File: src/rtl/trap_filter_peak.sv
// Trapezoidal shaping filter (K/L/M deconvolution form) with a peak-capture FSM.
// Samples flow through a K+L delay line, a second-difference stage, two
// accumulators and a saturating output stage. The FSM watches the registered
// output, tracks the first maximum of each pulse above threshold and reports it
// through a valid/ready handshake.
module trap_filter_peak #(
    parameter int SIZE_ADC_DATA    = 14,
    parameter int SIZE_FILTER_DATA = 24,
    parameter int K                = 2,
    parameter int L                = 4,
    parameter int M                = 0,
    parameter int SHIFT            = 0,
    parameter int ACC_W            = 48,
    parameter int TS_W             = 32
) (
    input  logic                        clk,
    input  logic                        reset,
    input  logic                        clear,
    input  logic                        bypass,
    input  logic [SIZE_ADC_DATA-1:0]    input_data,
    input  logic [SIZE_FILTER_DATA-1:0] threshold,
    output logic [SIZE_FILTER_DATA-1:0] filter_out,
    output logic                        peak_valid,
    input  logic                        peak_ready,
    output logic [SIZE_FILTER_DATA-1:0] peak_amp,
    output logic [TS_W-1:0]             peak_ts,
    output logic [7:0]                  lost_cnt
);

    localparam int N  = K + L;
    localparam int DW = SIZE_ADC_DATA + 2;
    localparam int FW = SIZE_FILTER_DATA;

    localparam logic signed [ACC_W-1:0] M_S   = ACC_W'(M);
    localparam logic signed [ACC_W-1:0] MAX_V = {{(ACC_W-FW+1){1'b0}}, {(FW-1){1'b1}}};
    localparam logic signed [ACC_W-1:0] MIN_V = {{(ACC_W-FW+1){1'b1}}, {(FW-1){1'b0}}};

    typedef enum logic [1:0] {IDLE, ABOVE, REPORT} state_t;

    logic [SIZE_ADC_DATA-1:0] delay_line [N];
    logic [SIZE_ADC_DATA-1:0] byp1, byp2;
    logic signed [DW-1:0]     d, d_next;
    logic signed [ACC_W-1:0]  p, r, s;
    logic signed [ACC_W-1:0]  d_ext, p_next, r_next, stage3;
    logic [FW-1:0]            sat_out;

    state_t                   state, state_next;
    logic [TS_W-1:0]          ts;
    logic [FW-1:0]            max_amp;
    logic [TS_W-1:0]          max_ts;
    logic                     above, prev_above;
    logic                     load_max, latch_report, hand_done, lose;

    // Second difference, accumulator inputs and the saturating output select.
    always_comb begin
        d_next = $signed({2'b00, input_data})
               - $signed({2'b00, delay_line[K-1]})
               - $signed({2'b00, delay_line[L-1]})
               + $signed({2'b00, delay_line[N-1]});
        d_ext  = {{(ACC_W-DW){d[DW-1]}}, d};
        p_next = p + d_ext;
        r_next = p_next + M_S * d_ext;
        stage3 = bypass ? {{(ACC_W-SIZE_ADC_DATA){1'b0}}, byp2} : (s >>> SHIFT);
        if (stage3 > MAX_V)
            sat_out = MAX_V[FW-1:0];
        else if (stage3 < MIN_V)
            sat_out = MIN_V[FW-1:0];
        else
            sat_out = stage3[FW-1:0];
    end

    // Filter pipeline: delay line, d, p/r, s and the output register.
    always_ff @(posedge clk or negedge reset) begin
        if (!reset) begin
            for (int i = 0; i < N; i++) delay_line[i] <= '0;
            d          <= '0;
            p          <= '0;
            r          <= '0;
            s          <= '0;
            byp1       <= '0;
            byp2       <= '0;
            filter_out <= '0;
        end else if (clear) begin
            for (int i = 0; i < N; i++) delay_line[i] <= '0;
            d          <= '0;
            p          <= '0;
            r          <= '0;
            s          <= '0;
            byp1       <= '0;
            byp2       <= '0;
            filter_out <= '0;
        end else begin
            delay_line[0] <= input_data;
            for (int i = 1; i < N; i++) delay_line[i] <= delay_line[i-1];
            d          <= d_next;
            p          <= p_next;
            r          <= r_next;
            s          <= s + r;
            byp1       <= delay_line[0];
            byp2       <= byp1;
            filter_out <= sat_out;
        end
    end

    // Free-running timestamp; survives clear so reports stay on one time base.
    always_ff @(posedge clk or negedge reset) begin
        if (!reset)
            ts <= '0;
        else
            ts <= ts + TS_W'(1);
    end

    // Peak FSM next-state logic and the strobes that drive the report registers.
    always_comb begin
        above        = $signed(filter_out) > $signed(threshold);
        state_next   = state;
        load_max     = 1'b0;
        latch_report = 1'b0;
        hand_done    = 1'b0;
        lose         = 1'b0;
        case (state)
            IDLE: begin
                if (above) begin
                    state_next = ABOVE;
                    load_max   = 1'b1;
                end
            end
            ABOVE: begin
                if (above) begin
                    if ($signed(filter_out) > $signed(max_amp)) load_max = 1'b1;
                end else begin
                    state_next   = REPORT;
                    latch_report = 1'b1;
                end
            end
            REPORT: begin
                if (peak_ready) begin
                    hand_done = 1'b1;
                    if (above) begin
                        state_next = ABOVE;
                        load_max   = 1'b1;
                    end else begin
                        state_next = IDLE;
                    end
                end else if (above && !prev_above) begin
                    lose = 1'b1;
                end
            end
            default: state_next = IDLE;
        endcase
    end

    // FSM state register; clear forces the idle state.
    always_ff @(posedge clk or negedge reset) begin
        if (!reset)
            state <= IDLE;
        else if (clear)
            state <= IDLE;
        else
            state <= state_next;
    end

    // Running maximum, report registers and dropped-peak counter.
    always_ff @(posedge clk or negedge reset) begin
        if (!reset) begin
            max_amp    <= '0;
            max_ts     <= '0;
            peak_amp   <= '0;
            peak_ts    <= '0;
            peak_valid <= 1'b0;
            prev_above <= 1'b0;
            lost_cnt   <= '0;
        end else if (clear) begin
            peak_valid <= 1'b0;
            prev_above <= 1'b0;
        end else begin
            prev_above <= above;
            if (load_max) begin
                max_amp <= filter_out;
                max_ts  <= ts;
            end
            if (latch_report) begin
                peak_amp   <= max_amp;
                peak_ts    <= max_ts;
                peak_valid <= 1'b1;
            end
            if (hand_done) peak_valid <= 1'b0;
            if (lose && lost_cnt != 8'hFF) lost_cnt <= lost_cnt + 8'd1;
        end
    end

endmodule

File: config.mk
export PLATFORM = sky130hd
export DESIGN_NAME = trap_filter_peak
export DESIGN_NICKNAME = d
export VERILOG_FILES = /design/src/rtl/trap_filter_peak.sv
export SDC_FILE = /design/constraint.sdc
export NUM_CORES = 1
export LEC_CHECK = 0
export CAP_MARGIN = 20
export CORE_AREA = 2 2 199 201
export DETAILED_ROUTE_END_ITERATION = 7
export DIE_AREA = 0 0 201 203
export PLACE_DENSITY = 0.87
export SLEW_MARGIN = 10
export SYNTH_ARGS = -nofsm -noshare
export SYNTH_HDL_FRONTEND = slang
export SYNTH_SLANG_ARGS = --single-unit
File: constraint.sdc
create_clock -name clk -period 3.8 [get_ports clk]
set_input_delay 0.57 -clock clk [delete_from_list [all_inputs] [get_ports clk]]
set_output_delay 0.57 -clock clk [all_outputs]
set_load 0.01 [all_outputs]
==> impl_metrics.env, run 1 <==
export IMPL_outcome="finished, violations left"
export IMPL_violations="setup timing"
export IMPL_post_route_util_pct=64.5
export IMPL_viasPerCell=5.77
export IMPL_holdWs_ns=0.0568
export IMPL_timing_critical_path_to_type="flip-flop"
export IMPL_dr_pass1_iters=6
export IMPL_portBuffers=131
export IMPL_initial_core_util_pct=54.8
export IMPL_crit_type="reg2reg"
export IMPL_fillCellCount=2715
export IMPL_clk_path_buf_depth=3
export IMPL_rows=72
export IMPL_synth_compound_area_share_pct=13.5
export IMPL_synthAdderAreaFrac_pct=11.9
export IMPL_cp_max_fo=3
export IMPL_vias=15800
export IMPL_hold_viol_final=0
export IMPL_p_leak_nw=12.1
export IMPL_worstMarginPinSlew_ns=0.790
export IMPL_yosysWarnings=0
export IMPL_max_slew_margin_pct=47.3
export IMPL_overflow=0
export IMPL_grt_max_degree=95
export IMPL_wl_per_cell_um=18.4
export IMPL_critical_path_startpoint_type="flip-flop"
export IMPL_cts_sinks=376
export IMPL_drv_slew=0
export IMPL_synth_edf_count=0
export IMPL_synth_top_family_by_area="compound AO/OA/AOI/OAI gates"
export IMPL_syn_area_sq_mm=0.0211
export IMPL_worstPathArrival_ns=4.41
export IMPL_crit_path_start="byp1[1]"
export IMPL_rr_startpoint="byp1[1]"
export IMPL_drive_gt1_share_pct=12.7
export IMPL_synthCells=2019
export IMPL_grt_pass1_wl_um=82500
export IMPL_antenna_found_initial=0
export IMPL_dieArea_sq_mm=0.0408
export IMPL_finalClockSkew_ns=0.0222
export IMPL_n_antenna_cell=0
export IMPL_fin_crit_sh_pct=105
export IMPL_async_flop_share_pct=100
export IMPL_reg2reg_to="d[14]"
export IMPL_io_pins=132
export IMPL_power_total_mw=16.9
export IMPL_setup_slack_ns=-0.204
export IMPL_synth_xor_area_share_pct=5.98
export IMPL_grt_setup_unrepaired="yes"
export IMPL_synth_simple_gate_area_share_pct=12.6
export IMPL_fin_area_sq_mm=0.0248
export IMPL_hold_buffers=0
export IMPL_clk_latency_ns=0.56
export IMPL_yosys_cell_count_top_type="dfrtp_1"
export IMPL_clockRootBuffer="clkbuf_16"
export IMPL_gr_usage_all_layers_pct=24.6
export IMPL_r2r_setup_slack_ns=-0.20
export IMPL_synth_top_area_cell="dfrtp_1"
export IMPL_synth_seq_cells=376
export IMPL_cts_tree="built"
export IMPL_timing_fmax_mhz=250
export IMPL_hold_class="in2async"
export IMPL_core_area_sq_mm=0.0385
export IMPL_ys_seq_area_share_pct=44.6
export IMPL_path_clk_slew_ns=0.06
export IMPL_cts_buffers=40
export IMPL_r2r_cells=21
export IMPL_htreeDepth=2
export IMPL_peakVddDrop_v=0.000362
export IMPL_dp_hpwl_um=35500
export IMPL_drcViolationCount=0
export IMPL_place_area_sq_mm=0.0233
export IMPL_p_per_area_mw_per_mm2=681
export IMPL_die_y_um=203
export IMPL_finalWeightedCongestion=0.923
export IMPL_stdcell_count=2735
export IMPL_synthTopCellsByArea="dfrtp_1 45%, ha_1 10%, mux2_2 4.3%"
export IMPL_syn_avg_cell_area_sq_um=10.4
export IMPL_min_period_ns=4.00
export IMPL_grt_pass1_vias=16300
export IMPL_crit_required_ns=4.21
export IMPL_fp_dieW_um=201
export IMPL_synth_main_ff_cell="dfrtp_1"
export IMPL_ant_nets=0
export IMPL_num_nets_final=2424
export IMPL_finalSetupViolCount=6
export IMPL_synth_top_area_share_pct=44.6
export IMPL_synth_commonest_cells="376 x dfrtp_1, 185 x nor2_1, 174 x ha_1"
export IMPL_syn_num_nets=2253
export IMPL_yosysUniqueCellTypes=83
export IMPL_area_delta_synth_final_pct=17.8
export IMPL_dpl_cell_count=2662
export IMPL_muxShareOfSynthArea_pct=7.03
export IMPL_cap_violations=0
export IMPL_wl_um=50200
export IMPL_drt_iter0_drc=999
## power breakdown
part           leakage (nW)  internal, mW  switching, mW
clock                 0.647          2.38           1.62
combinational          6.45          3.29           4.01
sequential             5.02          4.86          0.753
## flip-flops by register name, indices dropped and copies added (netlist names), 16 cells and up
signal	flops
peak_amp	24
ts	32
max_ts	32
d	16
peak_ts	32
filter_out	24
s	48
delay_line	56
r	48
max_amp	24
## cell families (layout without fill, tap and decap cells)
kind of cell               count (synthesis)  after routing
adders and majority gates                191            191
AOI/OAI and AO/OA                        417            417
buffers and inverters                    211            409
DFF                                      376            376
muxes                                    131            131
and+or+nand+nor                          549            549
xor gates and xnor gates                 144            144
## critical path: stages, from the launching register on
cell	delay, ns
dfrtp_1	0.35
inv_1	0.06
ha_1	0.22
nor2b_1	0.14
o21ai_1	0.19
a21oi_1	0.13
o21ai_2	0.18
a21oi_2	0.09
o21ai_2	0.16
a21oi_2	0.11
o41ai_2	0.26
buf_4	0.20
xnor2_1	0.07
fa_1	0.48
inv_1	0.04
ha_1	0.29
inv_1	0.06
o21bai_1	0.24
o41ai_4	0.14
o21ai_1	0.20
xnor2_1	0.15
nor2_1	0.08
## metrics by stage
stage                     setup TNS, ns  worst slack (ns)
after floorplan                  -0.316            -0.121
after global routing              -2.24            -0.386
after global placement            -6.79            -0.977
final                            -0.901            -0.204
after CTS                        -0.180           -0.0659
after detailed placement         -16.82             -1.13
## final cells by class
class / instances / area (sq um) / area share [%]
clock buffer: 57 / 1140 / 4.61
clock inverter: 12 / 198 / 0.796
inverter: 143 / 549 / 2.21
multi-input combinational: 1432 / 11000 / 44.2
sequential: 376 / 9410 / 37.9
tap: 518 / 648 / 2.61
timing repair buffer: 197 / 1910 / 7.70
## worst max path at each step
stage | slack [ns] | end
after floorplan | -0.12 | d[14]
after global placement | -0.98 | d[12]
after detailed placement | -1.13 | d[12]
after CTS | -0.07 | d[14]
after global routing | -0.39 | d[14]
final | -0.20 | d[14]
## cell usage in the layout (no fill, tap or decap), drive strengths merged, types with 17 or more instances in the layout
| cell type | n |
|---|---|
| a21o | 80 |
| a21oi | 142 |
| buf | 68 |
| clkbuf | 57 |
| clkdlybuf4s50 | 126 |
| dfrtp | 376 |
| fa | 17 |
| ha | 174 |
| inv | 145 |
| mux2 | 130 |
| nand2 | 120 |
| nand3 | 28 |
| nand4 | 46 |
| nor2 | 185 |
| nor2b | 86 |
| nor3 | 20 |
| o21ai | 46 |
| o21bai | 43 |
| xnor2 | 95 |
| xor2 | 49 |
## what timing repair did
item	in CTS	in global routing
gates resized for setup	19	10
buffers inserted	3	1
pin swaps	18	3
endpoints found under the setup margin	7	7
endpoints found under the hold margin	0	0
## metal layers
layer | global-route usage, % | vias to the layer above | wire length, um
met3 | 3.32 | 108 | 2870
met5 | 0 | - | 0
met2 | 42.2 | 519 | 24500
met4 | 8.20 | 0 | 1480
met1 | 32.5 | 7821 | 21300
li1 | - | 7342 | -
Power figures use the tool's default switching activity.
==> inputs of run 2 (changes only) <==
--- a/config.mk
+++ b/config.mk
@@ -7,8 +7,10 @@
 export LEC_CHECK = 0
 export CAP_MARGIN = 20
 export CORE_AREA = 2 2 199 201
+export CTS_BUF_LIST = sky130_fd_sc_hd__clkbuf_4 sky130_fd_sc_hd__clkbuf_8
 export DETAILED_ROUTE_END_ITERATION = 7
 export DIE_AREA = 0 0 201 203
+export HOLD_SLACK_MARGIN = 0.1
 export PLACE_DENSITY = 0.87
 export SLEW_MARGIN = 10
 export SYNTH_ARGS = -nofsm -noshare
==> run 2 against run 1 <==
Effect of this change:
- clock power is 1% higher
- clock skew is 0.0045 ns higher
- total power is 0.16% higher
- the run still ends with setup timing left
- setup slack worse by 0.057 ns
- highest routed layer unchanged
- die area stayed put
- sequential share of layout area is 0.17 points lower
- critical endpoint is now d[13]
- cell count is 1.7% higher
- register-to-register slack worse by 0.04 ns
- sequential power hardly changed
- largest cell class unchanged
==> impl_metrics.env, run 2 (synthesis gave the netlist of run 1 again) <==
export IMPL_outcome="finished, violations left"
export IMPL_violations="setup timing"
export IMPL_power_total_mw=16.9
export IMPL_worstMarginPinSlew_ns=0.774
export IMPL_grt_pass1_vias=16400
export IMPL_top_register="delay_line"
export IMPL_wl_um=49900
export IMPL_fp_dieW_um=201
export IMPL_max_slew_margin_pct=48.4
export IMPL_reg_top3="delay_line x56, r x48, s x48"
export IMPL_largest_reg_flops=56
export IMPL_portBuffers=131
export IMPL_vias=15800
export IMPL_drt_iter0_drc=818
export IMPL_num_nets_final=2445
export IMPL_cts_tree="built"
export IMPL_crit_type="in2reg"
export IMPL_hold_viol_final=0
export IMPL_overflow=0
export IMPL_dr_pass1_iters=5
export IMPL_stdcell_count=2781
export IMPL_p_per_area_mw_per_mm2=679
export IMPL_finalSetupViolCount=7
export IMPL_cp_max_fo=3
export IMPL_hold_class="in2reg"
export IMPL_cap_violations=0
export IMPL_critical_path_startpoint_type="input port"
export IMPL_dieArea_sq_mm=0.0408
export IMPL_peakVddDrop_v=0.000319
export IMPL_worstPathArrival_ns=4.55
export IMPL_initial_core_util_pct=54.8
export IMPL_path_clk_slew_ns=0.07
export IMPL_finalClockSkew_ns=0.0266
export IMPL_clk_latency_ns=0.63
export IMPL_timing_fmax_mhz=246
export IMPL_crit_required_ns=4.29
export IMPL_final_common_cell="dfrtp_1"
export IMPL_drcViolationCount=0
export IMPL_dp_hpwl_um=35500
export IMPL_finalWeightedCongestion=0.923
export IMPL_drv_slew=0
export IMPL_htreeDepth=2
export IMPL_ff_latch_area_sq_mm=0.00941
export IMPL_clk_path_buf_depth=3
export IMPL_multi_input_area_sq_mm=0.0110
export IMPL_dpl_cell_count=2662
export IMPL_rows=72
export IMPL_gr_usage_all_layers_pct=24.5
export IMPL_grt_pass1_wl_um=82100
export IMPL_timing_critical_path_to_type="flip-flop"
export IMPL_min_period_ns=4.06
export IMPL_p_leak_nw=12.2
export IMPL_fillCellCount=2707
export IMPL_cts_buffers=59
export IMPL_die_y_um=203
export IMPL_antenna_found_initial=0
export IMPL_fin_crit_sh_pct=107
export IMPL_setup_slack_ns=-0.261
export IMPL_clockRootBuffer="clkbuf_8"
export IMPL_ant_nets=0
export IMPL_grt_setup_unrepaired="yes"
export IMPL_cts_sinks=376
export IMPL_wl_per_cell_um=18.0
export IMPL_drive_gt1_share_pct=14.8
export IMPL_area_delta_synth_final_pct=18.3
export IMPL_post_route_util_pct=64.8
export IMPL_grt_max_degree=95
export IMPL_core_area_sq_mm=0.0385
export IMPL_layout_cells_most_common_list="376 x dfrtp_1, 183 x nor2_1, 171 x ha_1"
export IMPL_viasPerCell=5.68
export IMPL_io_pins=132
==> run 2: cell count changes in the layout (fill, tap and decap cells not counted), sizes merged, moves of 2 or more <==
cell	before	now
clkdlybuf4s50	126	128
clkbuf	57	82
bufinv	4	8
clkinv	3	18
==> run 2: path summary, 6_finish.rpt <==
path | from | end | slack [ns] | depth (start not counted)
hold / removal | input_data[0] | delay_line[70] | 0.41 | 3
setup reg to reg | byp1[0] | d[13] | -0.24 | 22
hold reg to reg | delay_line[16] | delay_line[2] | 0.46 | 1
min in group asynchronous | reset | peak_amp[7] | 0.59 | 2
setup / recovery | input_data[1] | d[13] | -0.26 | 22
max in group asynchronous | reset | lost_cnt[1] | 2.27 | 3
==> run 2: what timing repair did <==
item / in CTS / in global routing
endpoints found under the setup margin: 7 / 7
pin swaps: 18 / 7
cloned: 0 / 0
gates resized for setup: 14 / 13
hold buffers: 1 / 0
setup buffers: 3 / 2
hold endpoints to repair: 90 / 0
==> run 2: cell type report <==
| class | instances | area share, % |
|---|---|---|
| Sequential cell | 376 | 37.7 |
| Timing Repair Buffer | 199 | 7.75 |
| Tap cell | 518 | 2.60 |
| Multi-Input combinational cell | 1432 | 44.0 |
| Clock inverter | 30 | 1.50 |
| Clock buffer | 82 | 4.25 |
| Inverter | 143 | 2.20 |
| Antenna cell | 1 | 0.0100 |
==> run 2: routing by layer <==
| metal | wire [um] | GRT usage [%] | vias up |
|---|---|---|---|
| met5 | 0 | 0 | - |
| met4 | 1240 | 7.99 | 0 |
| met3 | 2730 | 3.60 | 112 |
| met2 | 24600 | 42.5 | 458 |
| met1 | 21300 | 31.8 | 7795 |
| li1 | - | - | 7424 |
==> run 2: metrics by stage <==
step	hold WS (ns)	setup TNS, ns	setup WS [ns]	cell area [sq um]
2_1_floorplan	0.274	-0.316	-0.121	21200
3_3_place_gp	0.441	-6.79	-0.977	23300
3_5_place_dp	0.447	-16.82	-1.13	23300
4_1_cts	0.375	-0.365	-0.119	24800
5_1_grt	0.386	-2.61	-0.446	24900
6_report	0.409	-1.45	-0.261	24900
==> run 2: critical path: stages <==
cell,delay (ns)
clkdlybuf4s50_1,0.43
buf_4,0.16
fa_2,0.38
nand2_1,0.07
nand2_1,0.06
a21oi_2,0.18
o21ai_2,0.08
a21oi_2,0.18
o21bai_1,0.10
a21oi_2,0.20
buf_4,0.17
xor2_2,0.17
fa_1,0.45
inv_2,0.08
ha_4,0.20
and2_4,0.14
a31o_4,0.20
a41oi_2,0.19
a211o_1,0.25
o21ai_2,0.09
xnor2_1,0.14
nor2_1,0.06
==> run 2: where the power goes <==
part	total, mW	switching, mW	internal, mW
clock	4.04	1.67	2.37
sequential	5.61	0.757	4.86
combinational	7.28	3.99	3.30
==> inputs of run 3 (changes only) <==
--- a/config.mk
+++ b/config.mk
@@ -6,12 +6,14 @@
 export NUM_CORES = 1
 export LEC_CHECK = 0
 export CAP_MARGIN = 20
-export CORE_AREA = 2 2 199 201
+export CELL_PAD_IN_SITES_DETAIL_PLACEMENT = 1
+export CELL_PAD_IN_SITES_GLOBAL_PLACEMENT = 2
+export CORE_AREA = 2 2 242 244
 export CTS_BUF_LIST = sky130_fd_sc_hd__clkbuf_4 sky130_fd_sc_hd__clkbuf_8
 export DETAILED_ROUTE_END_ITERATION = 7
-export DIE_AREA = 0 0 201 203
+export DIE_AREA = 0 0 244 246
 export HOLD_SLACK_MARGIN = 0.1
-export PLACE_DENSITY = 0.87
+export PLACE_DENSITY = 0.88
 export SLEW_MARGIN = 10
 export SYNTH_ARGS = -nofsm -noshare
 export SYNTH_HDL_FRONTEND = slang
==> run 3 against run 2 <==
Effect of this change:
- the run still ends with setup timing left
- largest power group unchanged
- design area rose by 2.2%
- via count fell by 1.8%
- wire length rose by 11%
==> impl_metrics.env, run 3 (synthesis gave the netlist of run 1 again) <==
export IMPL_outcome="finished, violations left"
export IMPL_violations="setup timing"
export IMPL_finalSetupViolCount=6
export IMPL_clk_latency_ns=0.65
export IMPL_antenna_found_initial=1
export IMPL_place_area_sq_mm=0.0237
export IMPL_io_pins=132
export IMPL_min_period_ns=3.97
export IMPL_crit_required_ns=4.30
export IMPL_drive_gt1_share_pct=15.4
export IMPL_peakVddDrop_v=0.000279
export IMPL_initial_core_util_pct=36.7
export IMPL_core_area_sq_mm=0.0574
export IMPL_busiest_layer="met2"
export IMPL_grt_pass1_wl_um=91300
export IMPL_holdWs_ns=0.394
export IMPL_layout_cells_most_common_list="376 x dfrtp_1, 183 x nor2_1, 170 x ha_1"
export IMPL_ff_latch_area_sq_mm=0.00941
export IMPL_portBuffers=131
export IMPL_use_met3_pct=3.24
export IMPL_clk_path_buf_depth=3
export IMPL_final_common_cell="dfrtp_1"
export IMPL_p_per_area_mw_per_mm2=683
export IMPL_worstMarginPinSlew_ns=0.757
export IMPL_ant_nets=0
export IMPL_cts_tree="built"
export IMPL_wl_um=55200
export IMPL_critical_path_startpoint_type="input port"
export IMPL_multi_input_area_sq_mm=0.0110
export IMPL_grt_setup_unrepaired="yes"
export IMPL_cp_top_family="compound AO/OA/AOI/OAI gates"
export IMPL_drv_slew=0
export IMPL_largest_reg_flops=56
export IMPL_max_slew_margin_pct=49.5
export IMPL_die_y_um=246
export IMPL_rows=88
export IMPL_num_nets_final=2462
export IMPL_area_delta_synth_final_pct=20.9
export IMPL_viasPerCell=5.10
export IMPL_cts_sinks=376
export IMPL_tns_ns=-0.769
export IMPL_htreeDepth=3
export IMPL_dr_pass1_iters=4
export IMPL_timing_fmax_mhz=252
export IMPL_gr_usage_all_layers_pct=18.8
export IMPL_critPathBufInv=3
export IMPL_fillCellCount=6240
export IMPL_clockRootBuffer="clkbuf_8"
export IMPL_finalClockSkew_ns=0.0409
export IMPL_crit_chain="clkdlybuf4s50_1 -> buf_4 -> fa_2 -> nand2_2 -> nand2_2 -> a21oi_4 -> o21ai_2 -> a21oi_2 -> o21bai_1 -> a21oi_2 -> xor2_1 -> fa_1 -> inv_2 -> ha_4 -> and2_4 -> a31o_4 -> a41oi_2 -> a211o_1 -> o21ai_2 -> xnor2_1 -> nor2_1"
export IMPL_overflow=0
export IMPL_use_met1_pct=24.4
export IMPL_fin_crit_sh_pct=104
export IMPL_fin_area_sq_mm=0.0255
export IMPL_dp_hpwl_um=40700
export IMPL_top_register="delay_line"
export IMPL_path_clk_slew_ns=0.06
export IMPL_cap_violations=0
export IMPL_drcViolationCount=0
export IMPL_drt_iter0_drc=668
export IMPL_hold_class="in2reg"
export IMPL_grtUsageMet2_pct=32.3
export IMPL_reg_top3="delay_line x56, r x48, s x48"
export IMPL_wl_per_cell_um=18.2
export IMPL_p_leak_nw=12.3
export IMPL_dieArea_sq_mm=0.0600
export IMPL_fp_dieW_um=244
export IMPL_crit_slowest_cell="fa_1"
export IMPL_vias=15500
export IMPL_timing_critical_path_to_type="flip-flop"
export IMPL_crit_type="in2reg"
export IMPL_hold_viol_final=0
export IMPL_finalWeightedCongestion=0.910
export IMPL_worstPathArrival_ns=4.47
export IMPL_cp_max_fo=3
export IMPL_setup_slack_ns=-0.170
export IMPL_critPathMaxStageDelay_ns=0.46
export IMPL_grt_max_degree=94
export IMPL_grt_pass1_vias=17200
export IMPL_cts_buffers=69
[run 3: cell count changes in the layout (fill, tap and decap cells not counted), sizes merged]
cell / change
clkbuf: +15
clkinv: -10
buf: +7
bufinv: -1
diode: +1
[run 3: per-stage QoR]
stage | utilization (%) | power (mW) | setup slack (ns) | instances
finish | 44.4 | 17.4 | -0.170 | 3040
global route | 44.4 | 18.7 | -0.370 | 3039
CTS | 44.3 | 17.5 | -0.133 | 3037
detailed placement | 41.3 | 12.9 | -1.15 | 2914
global placement | 41.3 | 12.6 | -1.04 | 2914
floorplan | - | 10.6 | -0.121 | 2019
[run 3: timing repair]
item | CTS | global route
setup buffers | 6 | 2
endpoints found under the hold margin | 62 | 0
resized for setup | 15 | 17
hold buffers | 1 | 0
pin swaps | 16 | 7
setup endpoints to repair | 7 | 8
[run 3: path summary, 6_finish.rpt]
kind / start / end / slack (ns) / cells past startpoint
max: input_data[1] / d[13] / -0.17 / 21
min: input_data[0] / delay_line[70] / 0.39 / 3
max reg2reg: byp1[0] / d[13] / -0.15 / 21
min reg2reg: delay_line[24] / delay_line[10] / 0.46 / 1
max in group asynchronous: reset / r[39] / 2.41 / 3
min in group asynchronous: reset / ts[0] / 0.48 / 2
[run 3: where the power goes]
group	switching, mW	leakage [nW]	total, mW	internal (mW)
combinational	4.07	6.51	7.40	3.33
sequential	0.764	5.02	5.62	4.86
clock	1.76	0.811	4.40	2.64
total	6.59	12.3	17.4	10.8
[run 3: final cells by class]
class	instances	share of cell area, %
Antenna cell	2	0.0196
Clock buffer	97	5.02
Clock inverter	19	1.13
Inverter	143	2.15
Multi-Input combinational cell	1432	43.1
Sequential cell	376	36.9
Tap cell	765	3.75
Timing Repair Buffer	206	7.87
[run 3: worst reg2reg max path: stages, from the launching register on]
cell and delay (ns):
dfrtp_1 0.38, ha_4 0.15, inv_2 0.03, fa_2 0.34
nand2_2 0.07, nand2_2 0.06, a21oi_4 0.18, o21ai_2 0.07
a21oi_2 0.17, o21bai_1 0.10, a21oi_2 0.23, xor2_1 0.20
fa_1 0.46, inv_2 0.08, ha_4 0.20, and2_4 0.14
a31o_4 0.20, a41oi_2 0.21, a211o_1 0.21, o21ai_2 0.08
xnor2_1 0.15, nor2_1 0.06
[run 3: routing by layer]
layer,vias to the layer above,routed length [um]
met3,86,1870
met4,0,1180
met2,235,27000
met1,7753,25200
li1,7432,-
met5,-,0
==> RTL change, RTL diff (settings of run 2) <==
`L`: 4 -> 2.
--- a/src/rtl/trap_filter_peak.sv
+++ b/src/rtl/trap_filter_peak.sv
@@ -7,7 +7,7 @@
     parameter int SIZE_ADC_DATA    = 14,
     parameter int SIZE_FILTER_DATA = 24,
     parameter int K                = 2,
-    parameter int L                = 4,
+    parameter int L                = 2,
     parameter int M                = 0,
     parameter int SHIFT            = 0,
     parameter int ACC_W            = 48,
Formal check against the unedited RTL: not equivalent (a bounded check fails within 10 cycles, from zero or initial values and one cycle with reset low).
==> RTL change against run 2 <==
  * The run still ends with setup timing left
  * Combinational power fell by 4.0%
  * Wire length up 4.4%
  * Global-route usage up 0.87 points
  * Total power down 6.1%
  * Worst setup slack got worse by 480 ps
  * Final area down 2.5%
  * Sequential cell count fell by 28
  * Area after synthesis down 3.0%
  * Largest cell class unchanged
==> RTL change: results (changes against run 2) <==
* M1 GR Usage at 0.3161 (was 0.3175)
* Dpl cells at 2666 (was 2662)
* Largest regs: r (48), s (48) (was delay_line (56), r (48), s (48))
* Dpl hpwl at 37.34 mm (was 35.53 mm)
* Setup violations, final at 6 (was 7)
* Drt initial violations at 1167 (was 818)
* Failing checks: setup timing (unchanged)
* Hold path depth at 3 (unchanged)
* Slew headroom at 0.3115 (was 0.4842)
* Sequential cell area fraction in the yosys report at 0.4258 (was 0.4463)
* Met2 Usage GRT at 0.4465 (was 0.4249)
* Critical hold path startpoint: input_data[1] (was input_data[0])
* Fillers at 2780 (was 2707)
* Count of cell types in the netlist at 74 (was 83)
* Status: finished, violations left (unchanged)
* Top post-synthesis cells by area: dfrtp_1 (43%), ha_1 (11%), mux2_2 (4.6%) (was dfrtp_1 (45%), ha_1 (10%), mux2_2 (4.3%))
* Initial DRT Pass Iterations at 6 (was 5)
* R2R cell count at 21 (was 22)
* R2r endpoint: d[13]$_DFF_PN0_ (unchanged)
* Post-layout net count at 2449 (was 2445)
* Final Skew at 28.52 ps (was 26.64 ps)
* Syn Nets at 2243 (was 2253)
* Global Route Usage Sum at 0.2539 (was 0.2452)
* GPL Wtd Cong at 0.8956 (was 0.9226)
* ANT cells at 0 (was 1)
* DP Area at 22870 um^2 (was 23330 um^2)
* Top post-synthesis cells by count: dfrtp_1 (348), nor2_1 (185), ha_1 (174) (was dfrtp_1 (376), nor2_1 (185), ha_1 (174))
* CTS Buf Count at 57 (was 59)
* WL met3 at 2.812 mm (was 2.730 mm)
* Gate Count Post-Synth at 2009 (was 2019)
* Setup TNS at -3064 ps (was -1447 ps)
* Post-Route WL at 52.13 mm (was 49.94 mm)
* Clock transition at path regs at 50 ps (was 70 ps)
* Place WS at -1553 ps (was -1125 ps)
* Endpoint, Worst Hold: delay_line[43]$_DFF_PN0_ (was delay_line[70]$_DFF_PN0_)
* Critical path peak fanout at 4 (was 3)
* Pin count of the biggest net entering global routing at 109 (was 95)
* Final worst slack at -744.6 ps (was -261.3 ps)
* Routed vias/inst at 5.797 (was 5.677)
* VDD IR-drop max at 0.3404 mV (was 0.3192 mV)
* WL met1 at 21.45 mm (was 21.34 mm)
* Share of post-route cells with drive strength above 1 at 0.1596 (was 0.1481)
* Synth warn at 0 (unchanged)
* GR met3 Demand/Resource at 0.03820 (was 0.03596)
* First-pass GRT wire length at 84.44 mm (was 82.09 mm)
* CP Data Arrival Time at 5000 ps (was 4550 ps)
RTL change: cell count changes after synthesis, moves of 9 or more:
cell	run 2	this run
a21boi_0	12	3
o21bai_1	41	19
clkbuf_1	41	53
nor2b_1	86	74
inv_1	143	129
o21ai_0	40	59
xor2_1	49	76
and3_1	12	22
xnor2_1	95	66
mux2_4	2	41
dfrtp_1	376	348
mux2_1	47	9
RTL change: worst max-delay path by stage:
stage	startpoint	endpoint	slack, ps	cells past startpoint
2_1_floorplan	input_data[0]	d[13]$_DFF_PN0_	-730	22
3_3_place_gp	input_data[0]	d[13]$_DFF_PN0_	-1480	24
3_5_place_dp	input_data[0]	d[13]$_DFF_PN0_	-1550	24
4_1_cts	byp1[0]$_DFF_PN0_	d[13]$_DFF_PN0_	-730	21
5_1_grt	byp1[0]$_DFF_PN0_	d[13]$_DFF_PN0_	-950	21
6_report	byp1[0]$_DFF_PN0_	d[13]$_DFF_PN0_	-740	21
RTL change: per-stage QoR:
stage,power (uW),hold WS [ps]
2_1_floorplan,9842,274.4
3_3_place_gp,11670,445.8
3_5_place_dp,12010,456.9
4_1_cts,15780,411.7
5_1_grt,16900,410.5
6_report,15900,413.6
RTL change: cell families after synthesis:
kind of cell | Yosys count | synth area share
AOI/OAI and AO/OA | 430 | 0.1374
xor gates and xnor gates | 142 | 0.06081
adders and majority gates | 191 | 0.1231
buffers and inverters | 203 | 0.03982
DFF | 348 | 0.4258
muxes | 133 | 0.08075
and+or+nand+nor | 562 | 0.1324
RTL change: worst max-delay path: stages (launching register included):
cell,delay (ps)
dfrtp_1,380
ha_4,150
inv_2,40
fa_2,360
a21o_1,170
a21oi_2,170
o21bai_2,100
a211o_1,330
a31oi_2,200
nor2b_1,70
o21a_1,190
nor2_1,110
xor2_1,190
fa_1,450
inv_2,90
ha_4,220
and2_4,140
a31o_4,190
a41o_1,250
o41ai_4,340
xor2_1,180
nor2_1,50
RTL change: where the power goes:
part / internal, uW / total [uW] / switching (uW)
Combinational: 3200 / 6990 / 3800
Clock: 2140 / 3660 / 1520
Sequential: 4500 / 5250 / 750
RTL change: area by class of cell:
cell class	count	area [um^2]	area share
clock inverter	10	160.2	0.006586
sequential	348	8708	0.3581
timing repair buffer	221	2092	0.08604
tap	518	648.1	0.02665
multi-input combinational	1458	11090	0.4559
inverter	129	496.7	0.02043
clock buffer	89	1125	0.04626
RTL change: timing repair:
| action | CTS | global route |
|---|---|---|
| endpoints found under the hold margin | 78 | 0 |
| buffers inserted | 5 | 4 |
| pin swaps | 19 | 22 |
| resized for setup | 4 | 21 |
| setup endpoints to repair | 7 | 9 |
| hold buffers | 1 | 0 |
